**src/rtl/i2s_pkg.sv**
```systemverilog
// rtl/i2s_pkg.sv - shared I2S constants and types for i2s_tx / i2s_rx
//
// Contents:
//   I2S_DATA_WIDTH  default bits per channel sample
//   i2s_chan_t      channel select as carried on lrclk (CH_LEFT=0, CH_RIGHT=1)
//   i2s_rx_state_t  receiver framing state (RX_SYNC, RX_RECEIVE)
`timescale 1ns/1ps

package i2s_pkg;

    localparam int I2S_DATA_WIDTH = 16;

    typedef enum logic {
        CH_LEFT  = 1'b0,
        CH_RIGHT = 1'b1
    } i2s_chan_t;

    typedef enum logic [0:0] {
        RX_SYNC    = 1'b0,
        RX_RECEIVE = 1'b1
    } i2s_rx_state_t;

endpackage

```
**src/rtl/i2s_rx_sync.sv**
```systemverilog
// rtl/i2s_rx_sync.sv - pin synchronizer and sclk rising-edge detector for i2s_rx
//
// Ports:
//   clk, rst      core clock, asynchronous active-high reset
//   sclk, lrclk,  asynchronous I2S pins
//   sdata
//   sclk_rise     one-clk pulse on a synchronized sclk 0->1 transition
//   lr_s, sd_s    lrclk / sdata taken from the same stage as the sclk edge
`timescale 1ns/1ps

module i2s_rx_sync #(
    parameter int SYNC_STAGES = 2
) (
    input  logic clk,
    input  logic rst,
    input  logic sclk,
    input  logic lrclk,
    input  logic sdata,
    output logic sclk_rise,
    output logic lr_s,
    output logic sd_s
);

    logic [SYNC_STAGES-1:0] sclk_pipe;
    logic [SYNC_STAGES-1:0] lr_pipe;
    logic [SYNC_STAGES-1:0] sd_pipe;
    logic                   sclk_last;

    // All three pins share the same depth so lrclk/sdata seen at a sclk_rise
    // are the values present when the pin-level sclk rose.
    always_ff @(posedge clk or posedge rst) begin
        if (rst) begin
            sclk_pipe <= '0;
            lr_pipe   <= '0;
            sd_pipe   <= '0;
            sclk_last <= 1'b0;
        end else begin
            sclk_pipe <= {sclk_pipe[SYNC_STAGES-2:0], sclk};
            lr_pipe   <= {lr_pipe[SYNC_STAGES-2:0], lrclk};
            sd_pipe   <= {sd_pipe[SYNC_STAGES-2:0], sdata};
            sclk_last <= sclk_pipe[SYNC_STAGES-1];
        end
    end

    assign sclk_rise = sclk_pipe[SYNC_STAGES-1] & ~sclk_last;
    assign lr_s      = lr_pipe[SYNC_STAGES-1];
    assign sd_s      = sd_pipe[SYNC_STAGES-1];

endmodule

```
**src/rtl/i2s_rx.sv**
```systemverilog
// rtl/i2s_rx.sv - slave-mode I2S receiver delivering left/right sample pairs
//
// Ports:
//   clk, rst       core clock (clk_114), asynchronous active-high reset
//   sclk, lrclk,   externally driven I2S bus, asynchronous to clk
//   sdata
//   left_chan      last complete left sample (MSB-aligned, truncated/zero-padded)
//   right_chan     last complete right sample
//   sample_valid   one-clk pulse when left_chan/right_chan update together
//   frame_err      (I2S_RX_ERRSTAT_EN) one-clk pulse for a word of wrong length
//   err_count      (I2S_RX_ERRSTAT_EN) saturating count of frame_err pulses
//
// Build option: define I2S_RX_ERRSTAT_EN to add frame_err / err_count.
`timescale 1ns/1ps

module i2s_rx
    import i2s_pkg::*;
#(
    parameter int DATA_WIDTH  = I2S_DATA_WIDTH,
    parameter int SYNC_STAGES = 2
) (
    input  logic                  clk,
    input  logic                  rst,
    input  logic                  sclk,
    input  logic                  lrclk,
    input  logic                  sdata,
    output logic [DATA_WIDTH-1:0] left_chan,
    output logic [DATA_WIDTH-1:0] right_chan,
`ifdef I2S_RX_ERRSTAT_EN
    output logic                  frame_err,
    output logic [7:0]            err_count,
`endif
    output logic                  sample_valid
);

    localparam logic [0:0] ST_SYNC    = RX_SYNC;
    localparam logic [0:0] ST_RECEIVE = RX_RECEIVE;

    localparam int                    CNT_W    = $clog2(DATA_WIDTH + 1);
    localparam logic [CNT_W-1:0]      CNT_MAX  = CNT_W'(DATA_WIDTH);
    localparam logic [DATA_WIDTH-1:0] MSB_ONE  = DATA_WIDTH'(1) << (DATA_WIDTH - 1);

    logic                  sclk_rise;
    logic                  lr_s;
    logic                  sd_s;

    logic [0:0]            state;
    logic                  lr_prev;
    logic                  lr_seen;
    logic [CNT_W-1:0]      cnt;
    logic [DATA_WIDTH-1:0] shift;
    i2s_chan_t             chan;
    logic [DATA_WIDTH-1:0] left_hold;
    logic                  left_ok;
    logic [DATA_WIDTH-1:0] right_word;
    logic                  pair_pend;

    logic                  lr_edge;
    logic [DATA_WIDTH-1:0] bit_mask;
    logic [DATA_WIDTH-1:0] shift_wr;

    i2s_rx_sync #(
        .SYNC_STAGES (SYNC_STAGES)
    ) u_sync (
        .clk       (clk),
        .rst       (rst),
        .sclk      (sclk),
        .lrclk     (lrclk),
        .sdata     (sdata),
        .sclk_rise (sclk_rise),
        .lr_s      (lr_s),
        .sd_s      (sd_s)
    );

    // lr_seen masks the first sample after reset so a bus idling with
    // lrclk high is not mistaken for a channel change.
    assign lr_edge  = lr_seen && (lr_s != lr_prev);

    // Current bit merged into the word; bits past DATA_WIDTH are dropped,
    // which keeps the MSBs of an over-long word.
    assign bit_mask = (cnt < CNT_MAX && sd_s) ? (MSB_ONE >> cnt) : '0;
    assign shift_wr = shift | bit_mask;

`ifdef I2S_RX_ERRSTAT_EN
    logic word_len_err;
    logic err_pend;

    // The edge bit itself is the last bit, so a correct word ends at cnt = DATA_WIDTH-1.
    assign word_len_err = (cnt != CNT_W'(DATA_WIDTH - 1));
`endif

    always_ff @(posedge clk or posedge rst) begin
        if (rst) begin
            state        <= ST_SYNC;
            lr_prev      <= 1'b0;
            lr_seen      <= 1'b0;
            cnt          <= '0;
            shift        <= '0;
            chan         <= CH_LEFT;
            left_hold    <= '0;
            left_ok      <= 1'b0;
            right_word   <= '0;
            pair_pend    <= 1'b0;
            left_chan    <= '0;
            right_chan   <= '0;
            sample_valid <= 1'b0;
`ifdef I2S_RX_ERRSTAT_EN
            err_pend     <= 1'b0;
`endif
        end else begin
            pair_pend    <= 1'b0;
            sample_valid <= 1'b0;
`ifdef I2S_RX_ERRSTAT_EN
            err_pend     <= 1'b0;
`endif

            // Both outputs load in the same cycle so a pair is never torn.
            if (pair_pend) begin
                left_chan    <= left_hold;
                right_chan   <= right_word;
                sample_valid <= 1'b1;
            end

            if (sclk_rise) begin
                lr_prev <= lr_s;
                lr_seen <= 1'b1;

                case (state)
                    ST_SYNC: begin
                        // The word in flight before the first edge is partial.
                        if (lr_edge) begin
                            state <= ST_RECEIVE;
                            cnt   <= '0;
                            shift <= '0;
                            chan  <= i2s_chan_t'(lr_s);
                        end
                    end

                    default: begin
                        if (lr_edge) begin
                            if (chan == CH_LEFT) begin
                                left_hold <= shift_wr;
                                left_ok   <= 1'b1;
                            end else if (left_ok) begin
                                right_word <= shift_wr;
                                pair_pend  <= 1'b1;
                                left_ok    <= 1'b0;
                            end
`ifdef I2S_RX_ERRSTAT_EN
                            err_pend <= word_len_err;
`endif
                            cnt   <= '0;
                            shift <= '0;
                            chan  <= i2s_chan_t'(lr_s);
                        end else begin
                            shift <= shift_wr;
                            if (cnt < CNT_MAX) begin
                                cnt <= cnt + CNT_W'(1);
                            end
                        end
                    end
                endcase
            end
        end
    end

`ifdef I2S_RX_ERRSTAT_EN
    // Delayed to line up with the sample_valid (or discard) cycle.
    always_ff @(posedge clk or posedge rst) begin
        if (rst) begin
            frame_err <= 1'b0;
            err_count <= 8'd0;
        end else begin
            frame_err <= err_pend;
            if (err_pend && err_count != 8'hFF) begin
                err_count <= err_count + 8'd1;
            end
        end
    end
`endif

endmodule
```
**config.mk**
```make
export PLATFORM = sky130hd
export DESIGN_NAME = i2s_rx
export DESIGN_NICKNAME = d
export VERILOG_FILES = /design/src/rtl/i2s_pkg.sv /design/src/rtl/i2s_rx_sync.sv /design/src/rtl/i2s_rx.sv
export SDC_FILE = /design/constraint.sdc
export NUM_CORES = 1
export LEC_CHECK = 0
export CORE_ASPECT_RATIO = 1.75
export CORE_MARGIN = 3
export CORE_UTILIZATION = 51
export CTS_CLUSTER_DIAMETER = 30
export DETAILED_ROUTE_END_ITERATION = 8
export PLACE_DENSITY = 0.81
export SYNTH_ARGS = -nofsm -noshare
export SYNTH_HDL_FRONTEND = slang
export SYNTH_SLANG_ARGS = --single-unit
```
**constraint.sdc**
```tcl
create_clock -name clk -period 3 [get_ports clk]
set_input_delay 0.45 -clock clk [delete_from_list [all_inputs] [get_ports clk]]
set_output_delay 0.45 -clock clk [all_outputs]
set_load 0.005 [all_outputs]
```
==> results of run 1 <==
==> sequential cells by signal (all words and copies together) (netlist names), 5 cells and up <==
| signal | flops |
|---|---|
| shift | 16 |
| cnt | 5 |
| left_chan | 16 |
| left_hold | 16 |
| right_word | 16 |
| right_chan | 16 |
==> per-layer routing <==
layer | vias up | track usage [%]
met3 | 10 | 4.23
met4 | 0 | 8.43
met1 | 1222 | 20.5
li1 | 1055 | -
met2 | 62 | 31.1
met5 | - | 0
==> power breakdown <==
part / internal [mW] / switching (mW) / leakage (nW) / total (mW)
combinational: 0.129 / 0.161 / 0.779 / 0.291
clock: 0.686 / 0.448 / 0.146 / 1.13
sequential: 1.40 / 0.0499 / 1.34 / 1.45
total: 2.22 / 0.659 / 2.27 / 2.87
==> metrics by stage <==
stage	instance area, um^2	cells	setup slack (ps)	hold WS, ps	power [mW]
floorplan	4030	262	1230	331	1.66
global placement	4490	381	1010	333	1.75
detailed placement	4490	381	917	336	1.77
CTS	4790	396	909	350	2.90
global route	4790	396	842	357	3.00
finish	4790	396	938	346	2.87
==> logic make-up (layout without fill, tap and decap cells) <==
| family | after synthesis | count (layout) | synth area share [%] |
|---|---|---|---|
| xor+xnor | 2 | 2 | 0.622 |
| mux | 65 | 65 | 19.0 |
| fa+ha+maj | 6 | 6 | 1.87 |
| flops | 99 | 99 | 61.5 |
| simple gates | 27 | 27 | 4.79 |
| compound gates | 44 | 44 | 9.61 |
| buf+inv | 19 | 65 | 2.55 |
==> worst max-delay path by stage <==
stage | slack (ps) | end
detailed placement | 920 | right_word[8]
floorplan | 1230 | right_word[0]
CTS | 910 | right_word[4]
global route | 840 | right_word[4]
global placement | 1010 | right_word[0]
finish | 940 | right_word[8]
==> final cells by class <==
type	count	area share, %
clock buffers	13	5.43
clock inverters	2	0.731
inverters	6	0.549
multi-input cells	144	30.2
flip-flops and latches	99	51.7
well taps	88	2.30
repair buffers	44	9.09
==> cell usage in the layout (no fill, tap or decap), drive strengths merged, types with 2 or more instances in the layout <==
master,instances
o32ai,2
a21oi,2
and3b,2
nor2,4
nand2,6
a31o,15
inv,5
or2,2
ha,6
nand3,3
nor2b,3
clkdlybuf4s50,37
mux2,65
nor4b,2
clkbuf,13
a32o,16
buf,7
dfrtp,99
o21ai,2
==> results.yml, run 1 <==
logic_synthesis:
  synthDominantCellAreaShare_pct: 61.5
  synthCells: 262
  yosysSeqAreaShare_pct: 61.5
  synth.distinct_cells: 40
  syn_area_um2: 4030
  avgSynthCellArea_um2: 15.4
  synth-main-ff-cell: "dfrtp_1"
  synth-seq-cells: 99
  synthTopCellsByArea: "dfrtp_1 (62%), mux2_2 (15%), a32o_1 (4.0%), mux2_4 (3.4%), a31o_2 (2.6%)"
  synth_commonest_cells: "dfrtp_1 (99), mux2_2 (54), a32o_1 (16)"
  yosys.cell_count.top_type: "dfrtp_1"
  yosysWarnings: 0
  synth-edff-count: 0
  synthArstFlopShare_pct: 100
  syn_nets: 273
  synth_top_area_cell: "dfrtp_1"
worst_setup_path:
  critical_path.cell_chain: "xnor2_2 > nor4b_4 > buf_4 > mux2_4"
  r2r_cells: 4
  r2r_start: "u_sync.lr_pipe[1]"
  critPathBufInv: 1
  crit_family: "simple AND/OR/NAND/NOR gates"
  slowest_stage: "nor4b_4"
  criticalPathCategory: "reg -> reg"
  critical_path_arrival_ps: 2280
  end_kind: "flop"
  reg2reg_slack_ps: 940
  r2r-end: "right_word[8]"
  crit_fanout: 9
  start_kind: "flop"
  slowest_delay_ps: 630
  crit_start: "u_sync.lr_pipe[1]"
  critical_path_cell_count: 4
  cp.required_ps: 3220
final_layout:
  regArea_um2: 2480
  layout-drive-gt1-share_pct: 33.1
  fin_nets: 315
  multi_input_area_um2: 1450
  area_delta_synth_final_pct: 19.0
  n_fill_cell: 565
  n_antenna_cell: 0
  utilization_pct: 62.9
floorplanning:
  num_io_pins: 38
  rows: 42
  initial_utilization_pct: 52.8
  die_y_um: 124
  coreArea_um2: 7620
  die_area_um2: 9040
  die_w_um: 73.2
clock_tree:
  htreeDepth: 3
  cts.clk_slew.worst_paths_ps: 60
  clk_latency_ps: 340
  numCtsBuffers: 9
  cts_resized: 0
  cts_tree: "yes"
  cts.sinks: 99
  cts-root-buf: "clkbuf_16"
  cts_hold_buffers: 0
  cts_setup_buffers: 0
  cts_buffer_depth: 2
route:
  via_per_inst: 5.93
  drc: 0
  route.top_layer_used: "met4"
  wl_per_cell_um: 18.7
  drtIter0Drc: 204
  wl_met2_mm: 4.14
  drtAntennaViolNets: 0
  route.met3.wl_um: 256
  wl_met1_mm: 2.83
  wirelength_mm: 7.40
  first_pass_iters: 4
  via_count: 2349
timing:
  fin_crit_sh_pct: 68.7
  slew_headroom_pct: 47.3
  finalHoldViolations: 0
  max_freq_mhz: 485
  setup_tns_ps: 0
  worst_slew_pin_slew_ps: 791
  setup-violations-final: 0
  fin_skew_ps: 6.63
  fin_crit_ps: 2060
  rsz0062_at_grt: "false"
  maxSlewViolCount: 0
global_route:
  grt_pass1_vias: 2455
  antenna_found_initial: 0
  gr-total-overflow: 0
  grt_use_total_pct: 18.0
  grt_max_degree: 78
  grt_pass1_wl_mm: 12.0
hold_path:
  worstHoldPathCells: 0
  min_from: "u_sync.sd_pipe[0]"
  hold_path_end: "u_sync.sd_pipe[1]"
  hp-class: "reg -> reg"
placement:
  gp_congestion: 0.807
  dp_hpwl_mm: 5.11
  io_buffers: 37
outcome:
  status: "completed"
pwr:
  power-per-cell-area_nw_per_um2: 600
  max-vdd-ir-drop_uv: 492
  p_leak_nw: 2.27
run:
  maxCapViolCount: 0
(Power assumes the default switching activity.)
==> inputs of run 2 (changes only) <==
--- a/config.mk
+++ b/config.mk
@@ -7,10 +7,10 @@
 export LEC_CHECK = 0
 export CORE_ASPECT_RATIO = 1.75
 export CORE_MARGIN = 3
-export CORE_UTILIZATION = 51
+export CORE_UTILIZATION = 56
 export CTS_CLUSTER_DIAMETER = 30
 export DETAILED_ROUTE_END_ITERATION = 8
-export PLACE_DENSITY = 0.81
+export PLACE_DENSITY = 0.84
 export SYNTH_ARGS = -nofsm -noshare
 export SYNTH_HDL_FRONTEND = slang
 export SYNTH_SLANG_ARGS = --single-unit
==> constraint.sdc (replaced) <==
create_clock -name clk -period 2.1 [get_ports clk]
set_input_delay 0.315 -clock clk [delete_from_list [all_inputs] [get_ports clk]]
set_output_delay 0.315 -clock clk [all_outputs]
set_load 0.005 [all_outputs]
==> run 2 against run 1 <==
Against the previous run:
- wire length rose by 0.36%
- global-route usage rose by 1.6 points
- highest routed layer unchanged
- register-to-register slack got worse by 860 ps
- clock skew fell by 1.4 ps
- critical endpoint is now shift[4]
==> results.yml, run 2 (same netlist as run 1, synthesis figures left out) <==
clock_tree:
  htreeDepth: 3
  cts_setup_buffers: 0
  clk_latency_ps: 340
  cts_buffer_depth: 2
  cts.sinks: 99
  cts_resized: 0
  cts.clk_slew.worst_paths_ps: 60
  cts-root-buf: "clkbuf_16"
  cts_hold_buffers: 0
  numCtsBuffers: 9
  cts_tree: "yes"
floorplanning:
  initial_utilization_pct: 58.3
  num_io_pins: 38
  die_area_um2: 8280
  die_y_um: 118
  die_w_um: 70.1
  rows: 40
  coreArea_um2: 6910
route:
  drtAntennaViolNets: 0
  via_per_inst: 6.02
  via_count: 2361
  drtIter0Drc: 179
  drc: 0
  wl_per_cell_um: 19.0
  first_pass_iters: 4
  wirelength_mm: 7.43
final_layout:
  mostFrequentLayoutCells: "dfrtp_1 (99), mux2_2 (54), clkdlybuf4s50_1 (37)"
  layout_commonest_cell: "dfrtp_1"
  layout-drive-gt1-share_pct: 32.8
  utilization_pct: 69.0
  n_antenna_cell: 0
  fin_nets: 315
  n_fill_cell: 494
  area_delta_synth_final_pct: 18.4
  regArea_um2: 2480
  stdcell_count: 392
  multi_input_area_um2: 1450
worst_setup_path:
  cp.required_ps: 2370
  end_kind: "flop"
  criticalPathCategory: "reg -> reg"
  start_kind: "flop"
  critical_path_arrival_ps: 2290
  crit_fanout: 16
timing:
  setup_tns_ps: 0
  max_freq_mhz: 495
  rsz0062_at_grt: "false"
  setup-violations-final: 0
  maxSlewViolCount: 0
  finalHoldViolations: 0
  fin_crit_ps: 2020
  fin_crit_sh_pct: 96.2
  worst_slew_pin_slew_ps: 1330
  fin_skew_ps: 5.25
  slew_headroom_pct: 11.3
  layout_setup_ws_ps: 79.5
pwr:
  combinationalPowerShare_pct: 10.7
  seqPwrFrac_pct: 52.2
  power-per-cell-area_nw_per_um2: 833
  p_clk_share_pct: 37.2
  p_leak_nw: 2.25
  switching_share_pct: 24.1
  intPower_mw: 3.01
  max-vdd-ir-drop_uv: 638
  switchingPower_mw: 0.956
global_route:
  antenna_found_initial: 0
  grt_use_total_pct: 19.5
  grt_pass1_vias: 2523
  grt_pass1_wl_mm: 12.4
  gr-total-overflow: 0
  grt_max_degree: 100
placement:
  gp_congestion: 0.821
  preCtsSetupSlack_ps: 222
  dp_hpwl_mm: 4.98
  io_buffers: 37
  placed_cells: 377
hold_path:
  hp-class: "reg -> reg"
run:
  maxCapViolCount: 0
outcome:
  status: "completed"
==> run 2: cell types whose count changed in the layout (fill, tap and decap cells not counted), sizes merged <==
| cell | change |
|---|---|
| bufinv | -1 |
| clkinvlp | +1 |
==> run 2: worst paths after layout <==
check,slack [ps],start,to,cells past startpoint
setup / recovery,80,lr_seen,shift[4],3
hold / removal,350,u_sync.sd_pipe[0],u_sync.sd_pipe[1],0
setup reg to reg,80,lr_seen,shift[4],3
hold reg to reg,350,u_sync.sd_pipe[0],u_sync.sd_pipe[1],0
max in group asynchronous,1260,rst,u_sync.sclk_pipe[1],3
min in group asynchronous,460,rst,left_chan[8],3
==> run 2: layer usage <==
layer	routed length, um	global-route usage (%)
met5	0	0
met4	309	12.6
met3	211	4.17
met2	3990	33.2
met1	2920	21.7
==> run 2: area by class of cell <==
| cell class | count | area share [%] |
|---|---|---|
| Timing Repair Buffer | 44 | 9.40 |
| Inverter | 6 | 0.551 |
| Clock buffer | 13 | 5.25 |
| Multi-Input combinational cell | 144 | 30.3 |
| Clock inverter | 2 | 0.263 |
| Sequential cell | 99 | 52.0 |
| Tap cell | 84 | 2.21 |
==> run 2: power groups by stage <==
stage	combinational (mW)	sequential (mW)	clock, mW
floorplan	0.292	2.09	0
global placement	0.411	2.10	0
detailed placement	0.423	2.11	0
CTS	0.426	2.07	1.51
global route	0.464	2.08	1.58
finish	0.423	2.07	1.48
==> run 2: metrics by stage <==
stage,cell area [um^2],hold WS (ps),total power [mW]
floorplan,4030,331,2.38
global placement,4500,332,2.51
detailed placement,4500,335,2.53
CTS,4760,348,4.00
global route,4760,356,4.13
finish,4760,346,3.97
==> run 2: worst max-delay path: stages (launching register included) <==
cell and delay (ps):
dfrtp_1 440, and3b_1 230, a21oi_1 1030, a32o_1 240
